**src/rtl/seq_detector_param_if.sv**
```systemverilog
`default_nettype none
// ============================================================================
// seq_detector_param_if : serial data, configuration and status bundle
// Revision: 1.0
// ============================================================================
interface seq_detector_param_if #(
   parameter int MAX_LEN   = 8,
   parameter int LEN_W     = 4,
   parameter int CNT_WIDTH = 8
);
   logic                 i_en;
   logic                 i_data;
   logic                 i_cfg_load;
   logic [MAX_LEN-1:0]   i_cfg_pattern;
   logic [LEN_W-1:0]     i_cfg_len;
   logic                 i_cfg_overlap;
   logic                 i_clr_count;
   logic                 o_pattern_found;
   logic [CNT_WIDTH-1:0] o_match_count;
   logic                 o_count_sat;

   modport master (
      output i_en, i_data, i_cfg_load, i_cfg_pattern, i_cfg_len,
             i_cfg_overlap, i_clr_count,
      input  o_pattern_found, o_match_count, o_count_sat
   );

   modport slave (
      input  i_en, i_data, i_cfg_load, i_cfg_pattern, i_cfg_len,
             i_cfg_overlap, i_clr_count,
      output o_pattern_found, o_match_count, o_count_sat
   );
endinterface
`default_nettype wire

```
**src/rtl/seq_detector_param.sv**
```systemverilog
`default_nettype none
// ============================================================================
// seq_detector_param : run-time programmable serial pattern detector
// Revision: 1.0
// ============================================================================
module seq_detector_param #(
   parameter int                 MAX_LEN     = 8,
   parameter int                 LEN_W       = 4,
   parameter int                 CNT_WIDTH   = 8,
   parameter logic [MAX_LEN-1:0] DEF_PATTERN = MAX_LEN'(8'b0010_1001),
   parameter int                 DEF_LEN     = 6,
   parameter bit                 DEF_OVERLAP = 1'b1
) (
   input  logic               i_clk,
   input  logic               i_resetn,
   seq_detector_param_if.slave bus
);
   localparam logic [LEN_W-1:0] LEN_MAX = LEN_W'(MAX_LEN);

   logic [MAX_LEN-1:0]   hist;
   logic [MAX_LEN-1:0]   hist_next;
   logic [MAX_LEN-1:0]   pattern;
   logic [MAX_LEN-1:0]   len_mask;
   logic [LEN_W-1:0]     len;
   logic [LEN_W-1:0]     fill;
   logic [LEN_W-1:0]     fill_next;
   logic [LEN_W-1:0]     cfg_len;
   logic                 overlap;
   logic                 match;
   logic                 found;
   logic [CNT_WIDTH-1:0] count;

   always_comb begin
      hist_next = {hist[MAX_LEN-2:0], bus.i_data};
      fill_next = (fill == LEN_MAX) ? fill : fill + LEN_W'(1);
      for (int i = 0; i < MAX_LEN; i++) begin
         len_mask[i] = (LEN_W'(i) < len);
      end
      // Only the newest len bits take part; fill guards against matching on reset zeros.
      match   = bus.i_en && !bus.i_cfg_load && (len != '0) && (fill_next >= len) &&
                (((hist_next ^ pattern) & len_mask) == '0);
      cfg_len = (bus.i_cfg_len > LEN_MAX) ? LEN_MAX : bus.i_cfg_len;
   end

   always_ff @(posedge i_clk or negedge i_resetn) begin
      if (!i_resetn) begin
         hist    <= '0;
         fill    <= '0;
         pattern <= DEF_PATTERN;
         len     <= LEN_W'(DEF_LEN);
         overlap <= DEF_OVERLAP;
         found   <= 1'b0;
         count   <= '0;
      end else begin
         found <= match;
         if (bus.i_cfg_load) begin
            pattern <= bus.i_cfg_pattern;
            len     <= cfg_len;
            overlap <= bus.i_cfg_overlap;
            hist    <= '0;
            fill    <= '0;
         end else if (bus.i_en) begin
            hist <= hist_next;
            fill <= (match && !overlap) ? '0 : fill_next;
         end
         if (bus.i_clr_count) begin
            count <= '0;
         end else if (match && (count != '1)) begin
            count <= count + CNT_WIDTH'(1);
         end
      end
   end

   assign bus.o_pattern_found = found;
   assign bus.o_match_count   = count;
   assign bus.o_count_sat     = (count == '1);
endmodule
`default_nettype wire
```
**src/flat_wrapper.sv**
```systemverilog
// flat-port wrapper written by rule: the top's interface ports become plain ports
module seq_detector_param_flat 
#(
   parameter int                 MAX_LEN     = 8,
   parameter int                 LEN_W       = 4,
   parameter int                 CNT_WIDTH   = 8,
   parameter logic [MAX_LEN-1:0] DEF_PATTERN = MAX_LEN'(8'b0010_1001),
   parameter int                 DEF_LEN     = 6,
   parameter bit                 DEF_OVERLAP = 1'b1
)
  (i_clk, i_resetn, bus_i_en, bus_i_data, bus_i_cfg_load, bus_i_cfg_pattern, bus_i_cfg_len, bus_i_cfg_overlap, bus_i_clr_count, bus_o_pattern_found, bus_o_match_count, bus_o_count_sat);
  seq_detector_param_if #(.MAX_LEN(MAX_LEN), .LEN_W(LEN_W), .CNT_WIDTH(CNT_WIDTH)) bus_i ();
  input  logic i_clk;
  input  logic i_resetn;
  input wire logic [$bits(bus_i.i_en)-1:0] bus_i_en;
  input wire logic [$bits(bus_i.i_data)-1:0] bus_i_data;
  input wire logic [$bits(bus_i.i_cfg_load)-1:0] bus_i_cfg_load;
  input wire logic [$bits(bus_i.i_cfg_pattern)-1:0] bus_i_cfg_pattern;
  input wire logic [$bits(bus_i.i_cfg_len)-1:0] bus_i_cfg_len;
  input wire logic [$bits(bus_i.i_cfg_overlap)-1:0] bus_i_cfg_overlap;
  input wire logic [$bits(bus_i.i_clr_count)-1:0] bus_i_clr_count;
  output wire logic [$bits(bus_i.o_pattern_found)-1:0] bus_o_pattern_found;
  output wire logic [$bits(bus_i.o_match_count)-1:0] bus_o_match_count;
  output wire logic [$bits(bus_i.o_count_sat)-1:0] bus_o_count_sat;
  assign bus_i.i_en = bus_i_en;
  assign bus_i.i_data = bus_i_data;
  assign bus_i.i_cfg_load = bus_i_cfg_load;
  assign bus_i.i_cfg_pattern = bus_i_cfg_pattern;
  assign bus_i.i_cfg_len = bus_i_cfg_len;
  assign bus_i.i_cfg_overlap = bus_i_cfg_overlap;
  assign bus_i.i_clr_count = bus_i_clr_count;
  assign bus_o_pattern_found = bus_i.o_pattern_found;
  assign bus_o_match_count = bus_i.o_match_count;
  assign bus_o_count_sat = bus_i.o_count_sat;
  seq_detector_param #(.MAX_LEN(MAX_LEN), .LEN_W(LEN_W), .CNT_WIDTH(CNT_WIDTH), .DEF_PATTERN(DEF_PATTERN), .DEF_LEN(DEF_LEN), .DEF_OVERLAP(DEF_OVERLAP)) u_core (.i_clk(i_clk), .i_resetn(i_resetn), .bus(bus_i));
endmodule
```
**config.mk**
```make
export PLATFORM = sky130hd
export DESIGN_NAME = seq_detector_param_flat
export DESIGN_NICKNAME = d
export VERILOG_FILES = /design/src/rtl/seq_detector_param_if.sv /design/src/rtl/seq_detector_param.sv /design/src/flat_wrapper.sv
export SDC_FILE = /design/constraint.sdc
export NUM_CORES = 1
export LEC_CHECK = 0
export ABC_AREA = 1
export BUFFER_PORTS_ARGS = -buffer_cell sky130_fd_sc_hd__buf_2
export CAP_MARGIN = 20
export CORE_AREA = 3 3 79 81
export DETAILED_ROUTE_END_ITERATION = 10
export DIE_AREA = 0 0 82 84
export HOLD_SLACK_MARGIN = 0.03
export PLACE_DENSITY = 0.57
export SLEW_MARGIN = 20
export SYNTH_ARGS = -nofsm -noshare
export SYNTH_HDL_FRONTEND = slang
export SYNTH_SLANG_ARGS = --single-unit
```
**constraint.sdc**
```tcl
create_clock -name i_clk -period 4.55 [get_ports i_clk]
set_clock_uncertainty 0.1 [all_clocks]
set_input_delay 0.6825 -clock i_clk [delete_from_list [all_inputs] [get_ports i_clk]]
set_output_delay 0.6825 -clock i_clk [all_outputs]
set_load 0.005 [all_outputs]
```
### Yosys cells after proc, flatten, opt, wreduce, memory -nomap -nowiden

Cells that the tools add are included.

* add/sub/neg operators: 2
* $lt $le $gt $ge: 10
* equality and inequality tests: 3
* mux-type cells: 9
* bitwise logic cells: 2
* reductions and logical operators: 12

Operators with widths (count)
* $mux W4: 5
* $lt A3 B4 Y1 const A: 4
* $mux W8: 2
* $mux W7: 2
* $add A8 B1 Y8 const B: 1
* $and A8 B8 Y8: 1
* $eq A8 B8 Y1 const B: 1
* $logic_not A8 Y1: 1
* $lt A1 B4 Y1 const A: 2
* $lt A2 B4 Y1 const A: 2
* $ne A8 B8 Y1 const B: 1
* $xor A8 B8 Y8: 1
* $logic_and A1 B1 Y1: 6
* $add A4 B1 Y4 const B: 1
* $eq A4 B4 Y1 const B: 1
* $ge A4 B4 Y1: 1
* $gt A4 B4 Y1 const B: 1
* $reduce_bool A2 Y1: 2
* $reduce_bool A4 Y1: 1
* $logic_not A1 Y1: 2

* bits in registers: 33
* input port bits: 19
* output and inout port bits: 10

### Depth between registers and ports, before layout

Gate-level depths: netlist (run 1).

* depth in word-level cells: 9
* gate-level depth with buffers: 17

### Worst setup path after synthesis (run 1)

Ideal clock, no wire load.

* kind: register to register
* start point: register u_core.fill[0]
* end point: register u_core.fill[0]
* arrival: 1915 ps
* path slack: 2419 ps
* stages on the path, launching flop included: 18
* path through: dfrtp_1 > inv_1 > ha_1 > nand2_1 > nor2_1 > xor2_1 > ha_1 > inv_1 > nand2_1 > nand2_1 > nand2_1 > nand2_1 > nand2_1 > nand3_1 > nor2_8 > nand2_4 > nand2_1 > nand2_1

* longest elaborated chain between the ends: 9
* elaborated cells on any way between the ends: 10
* classes of those cells: add/sub: 1; order compare: 1; eq/ne: 1; mux: 4; reduce/logical: 3

Ends and longest elaborated chain
* from (decl): RTL line seq_detector_param.sv:25 `logic [LEN_W-1:0] fill;`
* from (signal assigned): RTL line seq_detector_param.sv:64 `fill <= (match && !overlap) ? '0 : fill_next;`
* $add A4 B1 Y4 or $eq A4 B4 Y1 (tied branches): RTL line seq_detector_param.sv:35 `fill_next = (fill == LEN_MAX) ? fill : fill + LEN_W'(1);`
* $mux W4 (*): RTL line seq_detector_param.sv:35
* $ge A4 B4 Y1 (*): RTL line seq_detector_param.sv:40 `match = bus.i_en && !bus.i_cfg_load && (len != '0) && (fill_next >= len) &&`
* $logic_and A1 B1 Y1 (*) (2 in series): RTL line seq_detector_param.sv:40
* named net u_core.match: RTL line seq_detector_param.sv:29 `logic match;`
* $logic_and A1 B1 Y1 (*): RTL line seq_detector_param.sv:64
* $mux W4 (*): RTL line seq_detector_param.sv:64
* $mux W4 (*): RTL line seq_detector_param.sv:62 `end else if (bus.i_en) begin`
* $mux W4 (*): RTL line seq_detector_param.sv:56 `if (bus.i_cfg_load) begin`

Mark *: on every way through the listed nets, which the timed path passes. The rest lies on a longest branch. The select of a mux whose other input is x is not followed.
A chain may end at the register's enable or synchronous reset.

### Worst setup path in the final report (run 1)

* start point: register u_core.count[0], in the netlist u_core.bus.o_match_count[0]
* end point: output port bus_o_count_sat

* longest elaborated chain between the ends: 1

Ends and longest elaborated chain
* from (decl): RTL line seq_detector_param.sv:31 `logic [CNT_WIDTH-1:0] count;`
* from (signal assigned): RTL line seq_detector_param.sv:69 `count <= count + CNT_WIDTH'(1);`
* $eq A8 B8 Y1: RTL line seq_detector_param.sv:76 `assign bus.o_count_sat = (count == '1);`
* to (decl): RTL line flat_wrapper.sv:24 `output wire logic [$bits(bus_i.o_count_sat)-1:0] bus_o_count_sat;`

Every way passes these cells.

==> results of run 1 <==
[how the worst min path moves through the flow]
stage                                  end  cells past startpoint
2_1_floorplan  u_core.bus.o_match_count[0]                      0
3_3_place_gp             u_core.pattern[0]                      2
3_5_place_dp             u_core.pattern[0]                      2
4_1_cts                  u_core.pattern[0]                      2
5_1_grt                  u_core.pattern[0]                      2
6_report                 u_core.pattern[2]                      1
[cell type report]
cell class                 instances  area, sq um  area share
tap                               72         90.1      0.0405
sequential                        33          833       0.374
timing repair buffer              28          140      0.0630
clock inverter                     2         37.5      0.0169
clock buffer                       6         82.6      0.0371
multi-input combinational        165          885       0.397
inverter                          42          158      0.0708
[cell families (layout without fill, tap and decap cells)]
kind of cell               after synthesis  in the layout  synth area share
buffers and inverters                   45             78            0.0901
adders and majority gates                7              7            0.0464
and+or+nand+nor                        129            129             0.325
AOI/OAI and AO/OA                       22             22            0.0649
DFF                                     33             33             0.441
xor gates and xnor gates                 7              7            0.0325
[state kept, by name, indices dropped and copies added, names as in the netlist]
| name | flops |
|---|---|
| u_core.bus.o_match_count | 8 |
| u_core.bus.o_pattern_found | 1 |
| u_core.fill | 4 |
| u_core.overlap | 1 |
| u_core.len | 4 |
| u_core.hist | 7 |
| u_core.pattern | 8 |
[metal layers]
| metal | routed length [microns] | vias to the layer above | track usage |
|---|---|---|---|
| li1 | - | 830 | - |
| met1 | 1900 | 732 | 0.172 |
| met2 | 1820 | 28 | 0.198 |
| met3 | 173 | 6 | 0.0346 |
| met4 | 68 | 0 | 0.0498 |
| met5 | 0 | - | 0 |
[synth_stat cells]
cell type	n
sky130_fd_sc_hd__ha_1	7
sky130_fd_sc_hd__nor2_4	1
sky130_fd_sc_hd__nor2_8	1
sky130_fd_sc_hd__dfstp_2	6
sky130_fd_sc_hd__nor2_1	14
sky130_fd_sc_hd__nand3_2	3
sky130_fd_sc_hd__a21oi_1	3
sky130_fd_sc_hd__a22o_1	1
sky130_fd_sc_hd__nand2_1	76
sky130_fd_sc_hd__nor3_4	1
sky130_fd_sc_hd__nand4_1	9
sky130_fd_sc_hd__nor2_2	1
sky130_fd_sc_hd__xor2_1	5
sky130_fd_sc_hd__dfrtp_1	27
sky130_fd_sc_hd__clkbuf_1	2
sky130_fd_sc_hd__o22ai_1	6
sky130_fd_sc_hd__o21ai_0	11
sky130_fd_sc_hd__nand3_1	16
sky130_fd_sc_hd__nand4_2	1
sky130_fd_sc_hd__xnor2_1	2
sky130_fd_sc_hd__nand2_4	1
sky130_fd_sc_hd__nand2_2	5
sky130_fd_sc_hd__inv_1	39
sky130_fd_sc_hd__inv_2	2
sky130_fd_sc_hd__buf_2	1
sky130_fd_sc_hd__a31oi_1	1
sky130_fd_sc_hd__clkinv_1	1
[cells in the final DEF, fill, tap and decap left out, drive strengths merged, types with 6 or more instances in the layout]
master	n
ha	7
buf	28
dfrtp	27
inv	41
o21ai	11
dfstp	6
nor2	17
nand2	82
o22ai	6
clkbuf	6
nand3	19
nand4	10
[worst reg2reg max path: stages, from the launching register on]
cell and delay [ns]:
sky130_fd_sc_hd__dfrtp_1 0.42, sky130_fd_sc_hd__inv_1 0.06, sky130_fd_sc_hd__ha_1 0.18, sky130_fd_sc_hd__nand2_1 0.08, sky130_fd_sc_hd__nor2_1 0.05, sky130_fd_sc_hd__xor2_1 0.16, sky130_fd_sc_hd__ha_1 0.28, sky130_fd_sc_hd__inv_1 0.04
sky130_fd_sc_hd__nand2_1 0.04, sky130_fd_sc_hd__nand2_1 0.04, sky130_fd_sc_hd__nand2_1 0.05, sky130_fd_sc_hd__nand2_1 0.06, sky130_fd_sc_hd__nand2_1 0.06, sky130_fd_sc_hd__nand3_1 0.16, sky130_fd_sc_hd__nor2_8 0.23, sky130_fd_sc_hd__nand2_4 0.08
sky130_fd_sc_hd__nand2_1 0.06, sky130_fd_sc_hd__nand2_1 0.04
[power groups by stage]
stage | Combinational, mW | Sequential (mW) | Clock (mW)
detailed placement | 0.0854 | 0.326 | 0
global placement | 0.0838 | 0.325 | 0
global route | 0.0972 | 0.323 | 0.314
finish | 0.0838 | 0.320 | 0.294
floorplan | 0.0587 | 0.323 | 0
CTS | 0.0857 | 0.320 | 0.304
[through the flow]
step,std cells,util,setup slack (ns)
floorplan,243,-,2.42
CTS,348,0.402,2.16
global placement,340,0.380,2.31
detailed placement,340,0.380,2.24
finish,348,0.402,2.20
global route,348,0.402,2.01
==> impl_metrics.xml, run 1 <==
<?xml version="1.0" encoding="UTF-8"?>
<metrics>
  <group name="floorplan">
    <metric name="dieHeight" unit="microns">84</metric>
    <metric name="dieWidth" unit="microns">82</metric>
    <metric name="ioPinCount" unit="">29</metric>
    <metric name="start_util" unit="">0.341</metric>
    <metric name="core-area" unit="sq um">5540</metric>
    <metric name="die_area" unit="sq um">6890</metric>
    <metric name="floorplan.rows" unit="">27</metric>
  </group>
  <group name="cells_and_area">
    <metric name="fillerInstances" unit="">601</metric>
    <metric name="final_layout_size_suffix_gt1_frac" unit="">0.210</metric>
    <metric name="number_of_inserted_diodes" unit="">0</metric>
    <metric name="post-route-cell-area" unit="sq um">2230</metric>
    <metric name="nNetsFinal" unit="">301</metric>
    <metric name="areaGrowthSynthToFinish" unit="%">17.9</metric>
  </group>
  <group name="clock_network">
    <metric name="ctsRootBufferMaster" unit="">sky130_fd_sc_hd__clkbuf_8</metric>
    <metric name="htreeDepth" unit="">2</metric>
    <metric name="cts_tree" unit="">built</metric>
    <metric name="cts_setup_buffers" unit="">0</metric>
    <metric name="clk-insertion-delay-late" unit="ns">0.29</metric>
    <metric name="cts-hold-fix-buffers" unit="">0</metric>
    <metric name="cts_num_sinks" unit="">33</metric>
    <metric name="number_of_instances_resized_during_post_cts_repair" unit="">0</metric>
    <metric name="path_clk_slew" unit="ns">0.07</metric>
    <metric name="cts_made_buffers" unit="">5</metric>
    <metric name="maximum_root_to_sink_buffer_count" unit="">2</metric>
  </group>
  <group name="routing">
    <metric name="detailroute.via_count" unit="">1596</metric>
    <metric name="total_wire_length_after_detailed_routing" unit="microns">3960</metric>
    <metric name="drt-pass1-iter-count" unit="">4</metric>
    <metric name="wire_per_inst" unit="microns">11.4</metric>
    <metric name="drt_iter0_markers" unit="">36</metric>
    <metric name="remaining_drc_errors" unit="">0</metric>
    <metric name="ant_nets" unit="">0</metric>
    <metric name="detail_route.vias_per_cell" unit="">4.59</metric>
  </group>
  <group name="timing">
    <metric name="fmaxAchievable" unit="MHz">425</metric>
    <metric name="tightest_slew" unit="ns">0.755</metric>
    <metric name="setup_viol_count_final" unit="">0</metric>
    <metric name="finalCritPeriodShare" unit="">0.517</metric>
    <metric name="setup_total_negative_slack" unit="ns">0</metric>
    <metric name="drv_slew" unit="">0</metric>
    <metric name="period_minus_slack" unit="ns">2.35</metric>
    <metric name="max_slew_margin" unit="">0.497</metric>
    <metric name="fin_worst_hold_slack" unit="ns">0.363</metric>
    <metric name="final-hold-violation-count" unit="">0</metric>
    <metric name="grt_setup_unrepaired" unit="">false</metric>
  </group>
  <group name="power">
    <metric name="netSwitchingFraction" unit="">0.259</metric>
    <metric name="internal-power" unit="mW">0.518</metric>
    <metric name="switchingPower" unit="mW">0.181</metric>
    <metric name="power_per_cell_area" unit="nW/um^2">314</metric>
    <metric name="leakagePower" unit="nW">1.24</metric>
    <metric name="power_frac_clock" unit="">0.421</metric>
    <metric name="power" unit="mW">0.699</metric>
    <metric name="seq_power_share" unit="">0.459</metric>
    <metric name="ir_drop" unit="mV">0.110</metric>
    <metric name="combPwrFrac" unit="">0.120</metric>
  </group>
  <group name="synthesis">
    <metric name="synth-warning-count" unit="">0</metric>
    <metric name="syn_inst_count" unit="">243</metric>
    <metric name="yosys.area.top_type" unit="">sky130_fd_sc_hd__dfrtp_1</metric>
    <metric name="synthTopCellsByArea" unit="">sky130_fd_sc_hd__dfrtp_1 36%, sky130_fd_sc_hd__nand2_1 15%, sky130_fd_sc_hd__dfstp_2 8.3%</metric>
    <metric name="post_synth_instance_area" unit="sq um">1890</metric>
    <metric name="synth.ff_latch_count" unit="">33</metric>
    <metric name="post-synth-top-area-fraction" unit="">0.358</metric>
    <metric name="synthesis.area_per_instance" unit="sq um">7.77</metric>
    <metric name="post_synth_cell_types" unit="">27</metric>
    <metric name="synthesis.nets" unit="">269</metric>
    <metric name="synth_seq_area_share" unit="">0.441</metric>
  </group>
  <group name="hold_path">
    <metric name="min-delay-path-class" unit="">in2async</metric>
  </group>
  <group name="placed_design">
    <metric name="numPortBuffers" unit="">28</metric>
    <metric name="hpwl" unit="microns">2920</metric>
    <metric name="final_gp_congestion" unit="">0.824</metric>
    <metric name="dpl_cell_area" unit="sq um">2110</metric>
  </group>
  <group name="worst_setup_path">
    <metric name="crit_end" unit="">bus_o_count_sat</metric>
    <metric name="timing.reg2reg.setup_slack" unit="ns">2.25</metric>
    <metric name="cp_top_family" unit="">simple AND/OR/NAND/NOR gates</metric>
    <metric name="timing.critical_path.buf_inv" unit="">2</metric>
    <metric name="cp.required" unit="ns">3.77</metric>
    <metric name="worst_setup_path_startpoint" unit="">u_core.bus.o_match_count[0]</metric>
    <metric name="critPathLaunchType" unit="">flip-flop</metric>
    <metric name="slowest_stage_cell_on_the_critical_path" unit="">sky130_fd_sc_hd__dfrtp_1</metric>
    <metric name="worstReg2RegStart" unit="">u_core.fill[0]</metric>
    <metric name="critical_path_depth" unit="">6</metric>
    <metric name="crit_type" unit="">reg2out</metric>
    <metric name="timing.critical_path.to_type" unit="">output port</metric>
    <metric name="crit_path_cell_trace" unit="">ha_1 -&gt; nand2_1 -&gt; nor3_4 -&gt; nand2_2 -&gt; inv_1 -&gt; buf_2</metric>
    <metric name="cpPeakStageDelay" unit="ns">0.43</metric>
    <metric name="critPathArrivalTime" unit="ns">1.57</metric>
    <metric name="cp_max_fo" unit="">10</metric>
    <metric name="worst_r2r_endpoint" unit="">u_core.fill[3]</metric>
    <metric name="worstRegToRegCells" unit="">17</metric>
  </group>
  <group name="global_route">
    <metric name="first_global_vias" unit="">1578</metric>
    <metric name="grt_util_all_layers" unit="">0.130</metric>
    <metric name="grt_max_degree" unit="">34</metric>
    <metric name="first_pass_grt_wire_length" unit="microns">6980</metric>
    <metric name="grt_overflow_total" unit="">0</metric>
    <metric name="antenna_found_initial" unit="">0</metric>
  </group>
  <group name="status">
    <metric name="status" unit="">complete, no violations</metric>
  </group>
  <group name="run">
    <metric name="max_cap_viol_count" unit="">0</metric>
  </group>
</metrics>
Power figures use the tool's default switching activity.
==> run 2, diff against run 1 <==
==> constraint.sdc (replaced) <==
create_clock -name i_clk -period 2.3 [get_ports i_clk]
set_clock_uncertainty 0.1 [all_clocks]
set_input_delay 0.345 -clock i_clk [delete_from_list [all_inputs] [get_ports i_clk]]
set_output_delay 0.345 -clock i_clk [all_outputs]
set_load 0.005 [all_outputs]
==> run 2 against run 1 <==
- register-to-register slack worse by 2.1 ns
- cell count is 1.4% higher
- critical path depth is 11 higher
- first-iteration DRC count is 33% higher
- global-route usage hardly changed
- die area stayed put
- clock-buffer cell count is 1 higher
- design area is 3.3% higher
- setup slack worse by 2.1 ns
- critical path type is now reg2reg
- critical endpoint is now u_core.fill[1]
- largest cell class unchanged
==> impl_metrics.xml, run 2 (synthesis results as in run 1) <==
<?xml version="1.0" encoding="UTF-8"?>
<metrics>
  <group name="clock_network">
    <metric name="cts_made_buffers" unit="">5</metric>
    <metric name="htreeDepth" unit="">2</metric>
    <metric name="ctsRootBufferMaster" unit="">sky130_fd_sc_hd__clkbuf_8</metric>
    <metric name="clk-insertion-delay-late" unit="ns">0.28</metric>
    <metric name="cts_num_sinks" unit="">33</metric>
    <metric name="path_clk_slew" unit="ns">0.07</metric>
    <metric name="cts_tree" unit="">built</metric>
    <metric name="maximum_root_to_sink_buffer_count" unit="">2</metric>
  </group>
  <group name="placed_design">
    <metric name="dpl_cell_area" unit="sq um">2110</metric>
    <metric name="final_gp_congestion" unit="">0.801</metric>
    <metric name="place_ws" unit="ns">0.0458</metric>
    <metric name="hpwl" unit="microns">2890</metric>
    <metric name="numPortBuffers" unit="">28</metric>
    <metric name="placedCellCount" unit="">341</metric>
  </group>
  <group name="cells_and_area">
    <metric name="areaGrowthSynthToFinish" unit="%">21.8</metric>
    <metric name="layout_commonest_cell" unit="">sky130_fd_sc_hd__nand2_1</metric>
    <metric name="final_layout_size_suffix_gt1_frac" unit="">0.242</metric>
    <metric name="layout_common_cells" unit="">73 x sky130_fd_sc_hd__nand2_1, 39 x sky130_fd_sc_hd__inv_1, 28 x sky130_fd_sc_hd__buf_2</metric>
    <metric name="finish.cell_count_without_fillers" unit="">353</metric>
    <metric name="number_of_inserted_diodes" unit="">0</metric>
    <metric name="post-route-cell-area" unit="sq um">2300</metric>
    <metric name="nNetsFinal" unit="">306</metric>
  </group>
  <group name="floorplan">
    <metric name="start_util" unit="">0.341</metric>
    <metric name="ioPinCount" unit="">29</metric>
    <metric name="die_area" unit="sq um">6890</metric>
    <metric name="dieWidth" unit="microns">82</metric>
    <metric name="dieHeight" unit="microns">84</metric>
    <metric name="core-area" unit="sq um">5540</metric>
    <metric name="floorplan.rows" unit="">27</metric>
  </group>
  <group name="power">
    <metric name="power" unit="mW">1.40</metric>
    <metric name="ir_drop" unit="mV">0.240</metric>
    <metric name="leakagePower" unit="nW">1.27</metric>
    <metric name="power_per_cell_area" unit="nW/um^2">608</metric>
  </group>
  <group name="timing">
    <metric name="grt_setup_unrepaired" unit="">true</metric>
    <metric name="drv_slew" unit="">0</metric>
    <metric name="max_slew_margin" unit="">0.499</metric>
    <metric name="finalCritPeriodShare" unit="">0.946</metric>
    <metric name="period_minus_slack" unit="ns">2.18</metric>
    <metric name="fmaxAchievable" unit="MHz">460</metric>
    <metric name="setup_viol_count_final" unit="">0</metric>
    <metric name="layout_setup_ws" unit="ns">0.125</metric>
    <metric name="fin_worst_hold_slack" unit="ns">0.0241</metric>
    <metric name="final-hold-violation-count" unit="">0</metric>
    <metric name="tightest_slew" unit="ns">0.751</metric>
  </group>
  <group name="worst_setup_path">
    <metric name="critPathArrivalTime" unit="ns">2.26</metric>
    <metric name="crit_type" unit="">reg2reg</metric>
    <metric name="timing.critical_path.buf_inv" unit="">2</metric>
    <metric name="slowest_stage_cell_on_the_critical_path" unit="">sky130_fd_sc_hd__dfrtp_1</metric>
    <metric name="timing.critical_path.to_type" unit="">flip-flop</metric>
    <metric name="cp.required" unit="ns">2.38</metric>
    <metric name="cp_top_family" unit="">simple AND/OR/NAND/NOR gates</metric>
    <metric name="crit_top_cell" unit="">sky130_fd_sc_hd__nand2_1</metric>
    <metric name="cpPeakStageDelay" unit="ns">0.38</metric>
    <metric name="crit_path_cell_trace" unit="">inv_1 -&gt; ha_1 -&gt; nand2_1 -&gt; nor2_1 -&gt; xor2_1 -&gt; ha_1 -&gt; inv_1 -&gt; nand2_1 -&gt; nand2_1 -&gt; nand2_2 -&gt; nand2_2 -&gt; nand2_2 -&gt; nand3_4 -&gt; nor2_8 -&gt; nand2_4 -&gt; nand2_1 -&gt; nand2_1</metric>
    <metric name="cp_max_fo" unit="">5</metric>
    <metric name="critPathLaunchType" unit="">flip-flop</metric>
  </group>
  <group name="global_route">
    <metric name="first_pass_grt_wire_length" unit="microns">6960</metric>
    <metric name="grt_util_all_layers" unit="">0.130</metric>
    <metric name="grt_overflow_total" unit="">0</metric>
    <metric name="grt_max_degree" unit="">34</metric>
    <metric name="antenna_found_initial" unit="">0</metric>
    <metric name="global_route.peak_usage_layer" unit="">met2</metric>
    <metric name="first_global_vias" unit="">1560</metric>
    <metric name="grt.met2_usage" unit="">0.201</metric>
    <metric name="gr-usage-met3" unit="">0.0346</metric>
    <metric name="met1_usage" unit="">0.169</metric>
  </group>
  <group name="routing">
    <metric name="drt-pass1-iter-count" unit="">4</metric>
    <metric name="wire_per_inst" unit="microns">11.8</metric>
    <metric name="detailroute.via_count" unit="">1596</metric>
    <metric name="remaining_drc_errors" unit="">0</metric>
    <metric name="total_wire_length_after_detailed_routing" unit="microns">4160</metric>
    <metric name="drt_iter0_markers" unit="">48</metric>
    <metric name="ant_nets" unit="">0</metric>
    <metric name="detail_route.vias_per_cell" unit="">4.52</metric>
  </group>
  <group name="run">
    <metric name="max_cap_viol_count" unit="">0</metric>
  </group>
  <group name="hold_path">
    <metric name="min-delay-path-class" unit="">in2async</metric>
  </group>
  <group name="status">
    <metric name="status" unit="">complete, no violations</metric>
  </group>
</metrics>
==> run 2: worst paths after layout <==
check	start	end	slack, ns	cells past startpoint
hold reg to reg	u_core.pattern[0]	u_core.pattern[0]	0.37	2
setup / recovery	u_core.fill[0]	u_core.fill[1]	0.12	17
setup reg to reg	u_core.fill[0]	u_core.fill[1]	0.12	17
max in group asynchronous	i_resetn	u_core.pattern[4]	1.60	1
hold / removal	i_resetn	u_core.bus.o_match_count[4]	0.02	1
min in group i_clk	bus_i_cfg_pattern[0]	u_core.pattern[0]	0.15	3
==> run 2: cell type report <==
cell class | instances | area, sq um
clock buffer | 7 | 86.3
fill | 584 | 3240
multi-input combinational | 166 | 932
sequential | 33 | 833
inverter | 42 | 158
clock inverter | 1 | 30.0
tap | 72 | 90.1
timing repair buffer | 32 | 170
==> run 2: worst reg2reg max path, stage by stage, from the launching register on <==
cell and delay, ns:
sky130_fd_sc_hd__dfrtp_1 0.38, sky130_fd_sc_hd__inv_1 0.06, sky130_fd_sc_hd__ha_1 0.18, sky130_fd_sc_hd__nand2_1 0.09, sky130_fd_sc_hd__nor2_1 0.06, sky130_fd_sc_hd__xor2_1 0.17, sky130_fd_sc_hd__ha_1 0.28, sky130_fd_sc_hd__inv_1 0.03
sky130_fd_sc_hd__nand2_1 0.04, sky130_fd_sc_hd__nand2_1 0.05, sky130_fd_sc_hd__nand2_2 0.05, sky130_fd_sc_hd__nand2_2 0.06, sky130_fd_sc_hd__nand2_2 0.08, sky130_fd_sc_hd__nand3_4 0.11, sky130_fd_sc_hd__nor2_8 0.15, sky130_fd_sc_hd__nand2_4 0.07
sky130_fd_sc_hd__nand2_1 0.06, sky130_fd_sc_hd__nand2_1 0.04
==> run 2: metrics by stage <==
step           utilization  TNS (ns)
2_1_floorplan            -         0
6_report             0.415         0
3_5_place_dp         0.381         0
3_3_place_gp         0.381         0
4_1_cts              0.402         0
5_1_grt              0.415    -0.531
==> run 2: repair_timing <==
| item | CTS | global route |
|---|---|---|
| resized for setup | 0 | 9 |
| setup buffers | 0 | 3 |
| hold buffers | 0 | 0 |
| endpoints found under the setup margin | 0 | 12 |
==> run 2: layer usage <==
layer	part of all wire	wire length, microns
met5	0	0
met4	0.019	78
met3	0.042	174
met2	0.47	1940
met1	0.47	1960
==> run 2: power breakdown <==
group | total, mW | switching (mW) | internal (mW) | leakage [nW]
registers | 0.633 | 0.0200 | 0.613 | 0.425
clock network | 0.571 | 0.218 | 0.353 | 0.0585
logic | 0.194 | 0.124 | 0.0704 | 0.789
total | 1.40 | 0.361 | 1.04 | 1.27
